$ cat config.mk
export PLATFORM = sky130hd
export DESIGN_NAME = pe_sched
export DESIGN_NICKNAME = d
export VERILOG_FILES = /design/src/rtl/pe_sched.sv
export SDC_FILE = /design/constraint.sdc
export NUM_CORES = 1
export LEC_CHECK = 0
export ABC_AREA = 1
export BUFFER_PORTS_ARGS = -buffer_cell sky130_fd_sc_hd__buf_2
export CORE_ASPECT_RATIO = 1.4
export CORE_MARGIN = 2
export CORE_UTILIZATION = 58
export CTS_CLUSTER_SIZE = 12
export DETAILED_ROUTE_END_ITERATION = 6
export PLACE_DENSITY = 0.92
export SETUP_SLACK_MARGIN = 0.05
export SYNTH_ARGS = -nofsm -noshare
export SYNTH_HDL_FRONTEND = slang
export SYNTH_SLANG_ARGS = --single-unit
$ cat constraint.sdc
create_clock -name clk -period 4.67 [get_ports clk]
set_input_delay 0.467 -clock clk [delete_from_list [all_inputs] [get_ports clk]]
set_output_delay 0.467 -clock clk [all_outputs]
set_load 0.01 [all_outputs]
$ cat src/rtl/pe_sched.sv
// -----------------------------------------------------------------------------
// pe_sched
//   Sequencer for one multiply-accumulate PE running 3x3 (9-tap) convolution
//   windows. It holds the filter weights, pairs each incoming window pixel with
//   its weight, clears the PE accumulator on tap 0, waits out the PE pipeline
//   and hands one result per window to a downstream consumer.
//
// Ports
//   clk, rst             : clock (rising edge) and async active-high reset
//   cfg_we/addr/data     : weight write port, honoured only while idle
//   start, num_win       : job launch pulse and number of windows in the job
//   px_valid/data/ready  : pixel stream in, tap order 0..TAPS-1 per window
//   pe_in, pe_filter     : registered operand pair to the PE
//   pe_en, pe_clr        : operand-valid and accumulator clear (on tap 0)
//   pe_out               : PE accumulator result
//   res_valid/data/ready : one result per window out
//   busy, done           : job active / one-cycle job-complete pulse
//
// State  | Meaning
// -------+------------------------------------------------------------------
// IDLE   | weights writable, waiting for start
// RUN    | accepting pixels, issuing one MAC per pixel handshake
// WAIT   | draining the PE pipeline (PE_LAT cycles, down-counter)
// OUT    | result offered downstream until accepted
// -----------------------------------------------------------------------------
module pe_sched #(
    parameter int DATA_W = 8,
    parameter int TAPS   = 9,
    parameter int PE_LAT = 2
) (
    input  logic              clk,
    input  logic              rst,
    input  logic              cfg_we,
    input  logic [3:0]        cfg_addr,
    input  logic [DATA_W-1:0] cfg_data,
    input  logic              start,
    input  logic [7:0]        num_win,
    input  logic              px_valid,
    input  logic [DATA_W-1:0] px_data,
    output logic              px_ready,
    output logic [DATA_W-1:0] pe_in,
    output logic [DATA_W-1:0] pe_filter,
    output logic              pe_en,
    output logic              pe_clr,
    input  logic [DATA_W-1:0] pe_out,
    output logic              res_valid,
    output logic [DATA_W-1:0] res_data,
    input  logic              res_ready,
    output logic              busy,
    output logic              done
);

    localparam logic [3:0] TAP_CNT  = 4'(TAPS);
    localparam logic [3:0] TAP_LAST = 4'(TAPS - 1);
    localparam logic [3:0] LAT_INIT = 4'(PE_LAT);

    typedef enum logic [1:0] {
        ST_IDLE,
        ST_RUN,
        ST_WAIT,
        ST_OUT
    } state_t;

    state_t            state_q,     state_d;
    logic [3:0]        tap_q,       tap_d;
    logic [3:0]        lat_cnt_q,   lat_cnt_d;
    logic [7:0]        win_left_q,  win_left_d;
    logic [DATA_W-1:0] w_q [TAPS];
    logic [DATA_W-1:0] w_d [TAPS];

    logic [DATA_W-1:0] pe_in_q,     pe_in_d;
    logic [DATA_W-1:0] pe_filter_q, pe_filter_d;
    logic              pe_en_q,     pe_en_d;
    logic              pe_clr_q,    pe_clr_d;
    logic              px_ready_q,  px_ready_d;
    logic              res_valid_q, res_valid_d;
    logic [DATA_W-1:0] res_data_q,  res_data_d;
    logic              busy_q,      busy_d;
    logic              done_q,      done_d;

    always_comb begin
        state_d     = state_q;
        tap_d       = tap_q;
        lat_cnt_d   = lat_cnt_q;
        win_left_d  = win_left_q;
        w_d         = w_q;
        pe_in_d     = pe_in_q;
        pe_filter_d = pe_filter_q;
        pe_en_d     = 1'b0;
        pe_clr_d    = 1'b0;
        res_data_d  = res_data_q;
        done_d      = 1'b0;

        case (state_q)
            ST_IDLE: begin
                // The write is applied before start is evaluated, so a job
                // launched in the same cycle already sees the new weight.
                if (cfg_we && (cfg_addr < TAP_CNT)) begin
                    w_d[cfg_addr] = cfg_data;
                end
                if (start) begin
                    win_left_d = num_win;
                    tap_d      = '0;
                    if (num_win == 8'd0) begin
                        done_d = 1'b1;
                    end else begin
                        state_d = ST_RUN;
                    end
                end
            end

            ST_RUN: begin
                if (px_valid && px_ready_q) begin
                    pe_in_d     = px_data;
                    pe_filter_d = w_q[tap_q];
                    pe_en_d     = 1'b1;
                    pe_clr_d    = (tap_q == 4'd0);
                    if (tap_q == TAP_LAST) begin
                        tap_d     = '0;
                        lat_cnt_d = LAT_INIT;
                        state_d   = ST_WAIT;
                    end else begin
                        tap_d = tap_q + 4'd1;
                    end
                end
            end

            ST_WAIT: begin
                // Terminal count at 1: the last WAIT cycle samples pe_out,
                // which by then holds the final window sum.
                lat_cnt_d = lat_cnt_q - 4'd1;
                if (lat_cnt_q == 4'd1) begin
                    res_data_d = pe_out;
                    state_d    = ST_OUT;
                end
            end

            ST_OUT: begin
                if (res_ready) begin
                    win_left_d = win_left_q - 8'd1;
                    if (win_left_q == 8'd1) begin
                        done_d  = 1'b1;
                        state_d = ST_IDLE;
                    end else begin
                        state_d = ST_RUN;
                    end
                end
            end

            default: state_d = ST_IDLE;
        endcase

        // Handshake flags are decoded from the next state so they are plain
        // flops; res_ready never reaches px_ready combinationally.
        px_ready_d  = (state_d == ST_RUN);
        res_valid_d = (state_d == ST_OUT);
        busy_d      = (state_d != ST_IDLE);
    end

    always_ff @(posedge clk or posedge rst) begin
        if (rst) begin
            state_q     <= ST_IDLE;
            tap_q       <= '0;
            lat_cnt_q   <= '0;
            win_left_q  <= '0;
            for (int i = 0; i < TAPS; i++) begin
                w_q[i] <= '0;
            end
            pe_in_q     <= '0;
            pe_filter_q <= '0;
            pe_en_q     <= 1'b0;
            pe_clr_q    <= 1'b0;
            px_ready_q  <= 1'b0;
            res_valid_q <= 1'b0;
            res_data_q  <= '0;
            busy_q      <= 1'b0;
            done_q      <= 1'b0;
        end else begin
            state_q     <= state_d;
            tap_q       <= tap_d;
            lat_cnt_q   <= lat_cnt_d;
            win_left_q  <= win_left_d;
            w_q         <= w_d;
            pe_in_q     <= pe_in_d;
            pe_filter_q <= pe_filter_d;
            pe_en_q     <= pe_en_d;
            pe_clr_q    <= pe_clr_d;
            px_ready_q  <= px_ready_d;
            res_valid_q <= res_valid_d;
            res_data_q  <= res_data_d;
            busy_q      <= busy_d;
            done_q      <= done_d;
        end
    end

    assign px_ready  = px_ready_q;
    assign pe_in     = pe_in_q;
    assign pe_filter = pe_filter_q;
    assign pe_en     = pe_en_q;
    assign pe_clr    = pe_clr_q;
    assign res_valid = res_valid_q;
    assign res_data  = res_data_q;
    assign busy      = busy_q;
    assign done      = done_q;

endmodule
==> metrics.md <==
| Metric | Value |
|---|---|
| Worst path bufs/invs | `1` |
| Crit Reg-Reg Startpoint | `tap_q[1]$_DFFE_PP0P_` |
| Share of cells above drive strength 1 | `0.178` |
| Most frequent cells in the layout | `nand2_1, dfrtp_1, o21ai_0, buf_2, nand3_1` |
| Pint | `2.85 mW` |
| Overflow after GRT | `0` |
| Sink Count | `120` |
| WP data arrival | `3.06 ns` |
| Hold/Removal Path Class | `in2reg` |
| GPL Wtd Cong | `0.910` |
| Net Count, Synth | `764` |
| Post-Syn Area | `5790 um^2` |
| DRC viols | `0` |
| CTS tree | `built` |
| Number of global-route vias before repair | `4925` |
| Finish-stage setup viols | `0` |
| Most used routing layer | `met2` |
| Grt met1 use | `0.354` |
| Final nets | `830` |
| Starting Density | `0.592` |
| Clk slew on worst S/H paths | `0.05 ns` |
| Worst Skew | `0.00548 ns` |
| All-layer global routing usage | `0.282` |
| Via count | `5205` |
| Average wire per standard cell | `15.5 um` |
| Clk root buf | `clkbuf_16` |
| FF-to-FF setup slack | `1.90 ns` |
| CP dominant cell by count | `nor2_1` |
| Critical Path Source | `tap_q[1]$_DFFE_PP0P_` |
| Switching share of power | `0.362` |
| # IOs | `72` |
| TritonCTS Buffers | `17` |
| Seq/Total Area, Yosys | `0.518` |
| Die height | `122 um` |
| Initial drt markers | `515` |
| Max Clock Freq | `362 MHz` |
| CP top delay family | `simple AND/OR/NAND/NOR gates` |
| Clock Power Share | `0.296` |
| Share of power burned in registers | `0.388` |
| Largest net degree at the start of global routing | `88` |
| Die Area | `10800 um^2` |
| Hold Buf Count CTS | `0` |
| Power per Cell Area | `659 nW/um^2` |
| Most common cell after layout, fill and taps aside | `nand2_1` |
| Met2 GRT Util | `0.450` |
| Capture point of the worst path | `busy$_DFF_PP0_` |
| Clock Latency Late Sink | `0.42 ns` |
| Leak pwr | `3.47 nW` |
| Synthesized flop and latch total | `120` |
| Std cell rows | `43` |
| Area growth syn-to-layout | `16.8%` |
| Fin util | `0.691` |
| ANT nets after route | `0` |
| DP Wirelength | `9.01 mm` |
| Async S/R FF share, synth | `1.00` |
| Antenna diodes | `0` |
| Setup Total Neg Slack | `0 ns` |
| Ys Warns | `0` |
| Gate Count Post-Synth | `712` |
| H-tree Lvls | `4` |
| R2R cell count | `8` |
| Worst setup SP type | `flop` |
| WP data required | `4.97 ns` |
| Slowest-stage cell, CP | `dfrtp_1` |
| First-pass GRT wire length | `23.2 mm` |
| Maximum vdd drop | `0.340 mV` |
| RSZ-0062 raised after global routing | `no` |
| Resize count post-CTS | `0` |
| CP Max Fanout | `19` |
| Vias/cell | `5.63` |
| I/O Buffers | `71` |
| CTS Buffer Depth | `2` |
| R2R Path End | `busy$_DFF_PP0_` |
| Status | `finished clean` |
| Switching power total | `1.61 mW` |
| Post-layout min period | `2.77 ns` |
| CP endpoint kind | `flop` |
| Worst path max stage delay | `0.75 ns` |
| EDFF count, synth | `0` |
| Combinational share of power | `0.316` |
| Max_cap viols | `0` |
| Crit-path cells | `clkinv_1 -> ha_1 -> nand3_1 -> nor2_1 -> nor2_1 -> nor2_1 -> nor2_1 -> nand2_1` |
| Final max-slew violation count | `0` |
| Slew margin rel. | `0.308` |
| Core ar. | `9790 um^2` |
| M3 GR Usage | `0.0740` |
| Initial antenna violation count | `0` |
| TritonRoute pass-1 iters | `6` |
| Cell depth of the worst setup path | `8` |
| Library cells used by synthesis | `33` |
| Final hold violations | `0` |
| Class of the most critical setup path | `reg2reg` |
| Routed Wire Length | `14.3 mm` |
| Synth Flop Type | `dfrtp_1` |
| Post-Syn Area per Cell | `8.14 um^2` |
| Post-CTS Setup Bufs | `0` |
| Worst Max-Slew Pin Slew | `1.04 ns` |
| Final period util | `0.592` |
| Die width | `88.5 um` |
-- cell usage after synthesis, types with 3 or more instances --
cell type | number | area, um^2
clkbuf_1 | 4 | 15.0
o21ai_0 | 74 | 370
o21ai_2 | 8 | 70.1
inv_2 | 3 | 11.3
nor3_1 | 3 | 15.0
a31oi_1 | 9 | 56.3
nand3_1 | 48 | 240
a21oi_1 | 16 | 80.1
buf_2 | 13 | 65.1
nand2_1 | 270 | 1010
mux2_2 | 8 | 90.1
nor2_1 | 41 | 154
dfrtp_1 | 120 | 3000
buf_4 | 3 | 22.5
nand4_1 | 3 | 18.8
or2_2 | 9 | 56.3
inv_1 | 46 | 173
ha_1 | 10 | 125
buf_6 | 5 | 56.3
-- area by class of cell --
cell class	instances	area [um^2]
well taps	135	169
clock inverters	8	120
fillers	753	3020
clock buffers	23	478
multi-input cells	516	2440
flip-flops and latches	120	3000
repair buffers	73	370
inverters	50	190
-- through the flow --
step / hold WS, ns / cells / worst slack, ns / total power, mW / area (um^2)
finish: 0.249 / 925 / 1.90 / 4.46 / 6770
global placement: 0.456 / 894 / 2.17 / 3.02 / 6170
detailed placement: 0.460 / 894 / 2.06 / 3.09 / 6170
floorplan: 0.441 / 712 / 1.02 / 2.71 / 5790
CTS: 0.243 / 925 / 1.96 / 4.44 / 6770
global route: 0.248 / 925 / 1.78 / 4.76 / 6770
-- cell families after synthesis --
family	count (synthesis)	synth area share
buffers and inverters	76	0.0607
muxes	8	0.0155
and+or+nand+nor	383	0.274
AOI/OAI and AO/OA	115	0.109
adders and majority gates	10	0.0216
DFF	120	0.518
-- tightest hold or removal path: stages --
cell     delay (ns)
buf_2          0.08
nand2_1        0.04
nand2_1        0.05
-- worst min path at each step --
| stage | startpoint | to | cells after the start |
|---|---|---|---|
| global placement | pe_in[6]$_DFFE_PP0P_ | pe_in[6]$_DFFE_PP0P_ | 2 |
| floorplan | win_left_q[6]$_DFFE_PP0P_ | win_left_q[6]$_DFFE_PP0P_ | 2 |
| global route | px_data[7] | pe_in[7]$_DFFE_PP0P_ | 3 |
| CTS | px_data[2] | pe_in[2]$_DFFE_PP0P_ | 3 |
| detailed placement | pe_in[5]$_DFFE_PP0P_ | pe_in[5]$_DFFE_PP0P_ | 2 |
| finish | px_data[2] | pe_in[2]$_DFFE_PP0P_ | 3 |
-- sequential cells by signal, summed over array words and instances (netlist names), 2 cells and up --
| name | count |
|---|---|
| state_q | 2 |
| lat_cnt_q | 4 |
| res_data | 8 |
| w_q | 72 |
| win_left_q | 8 |
| pe_in | 8 |
| pe_filter | 8 |
| tap_q | 4 |
-- power groups by stage --
stage | Combinational (mW) | Clock (mW) | Sequential [mW]
final | 1.41 | 1.32 | 1.73
after global routing | 1.60 | 1.38 | 1.78
after CTS | 1.39 | 1.32 | 1.72
after detailed placement | 1.36 | 0 | 1.73
after global placement | 1.30 | 0 | 1.71
after floorplan | 1.01 | 0 | 1.70
-- layer usage --
layer	wire length, um	vias up
met5	0	-
met4	477	0
met3	940	47
met2	7220	267
met1	5660	2472
li1	-	2419
Power figures use the tool's default switching activity.
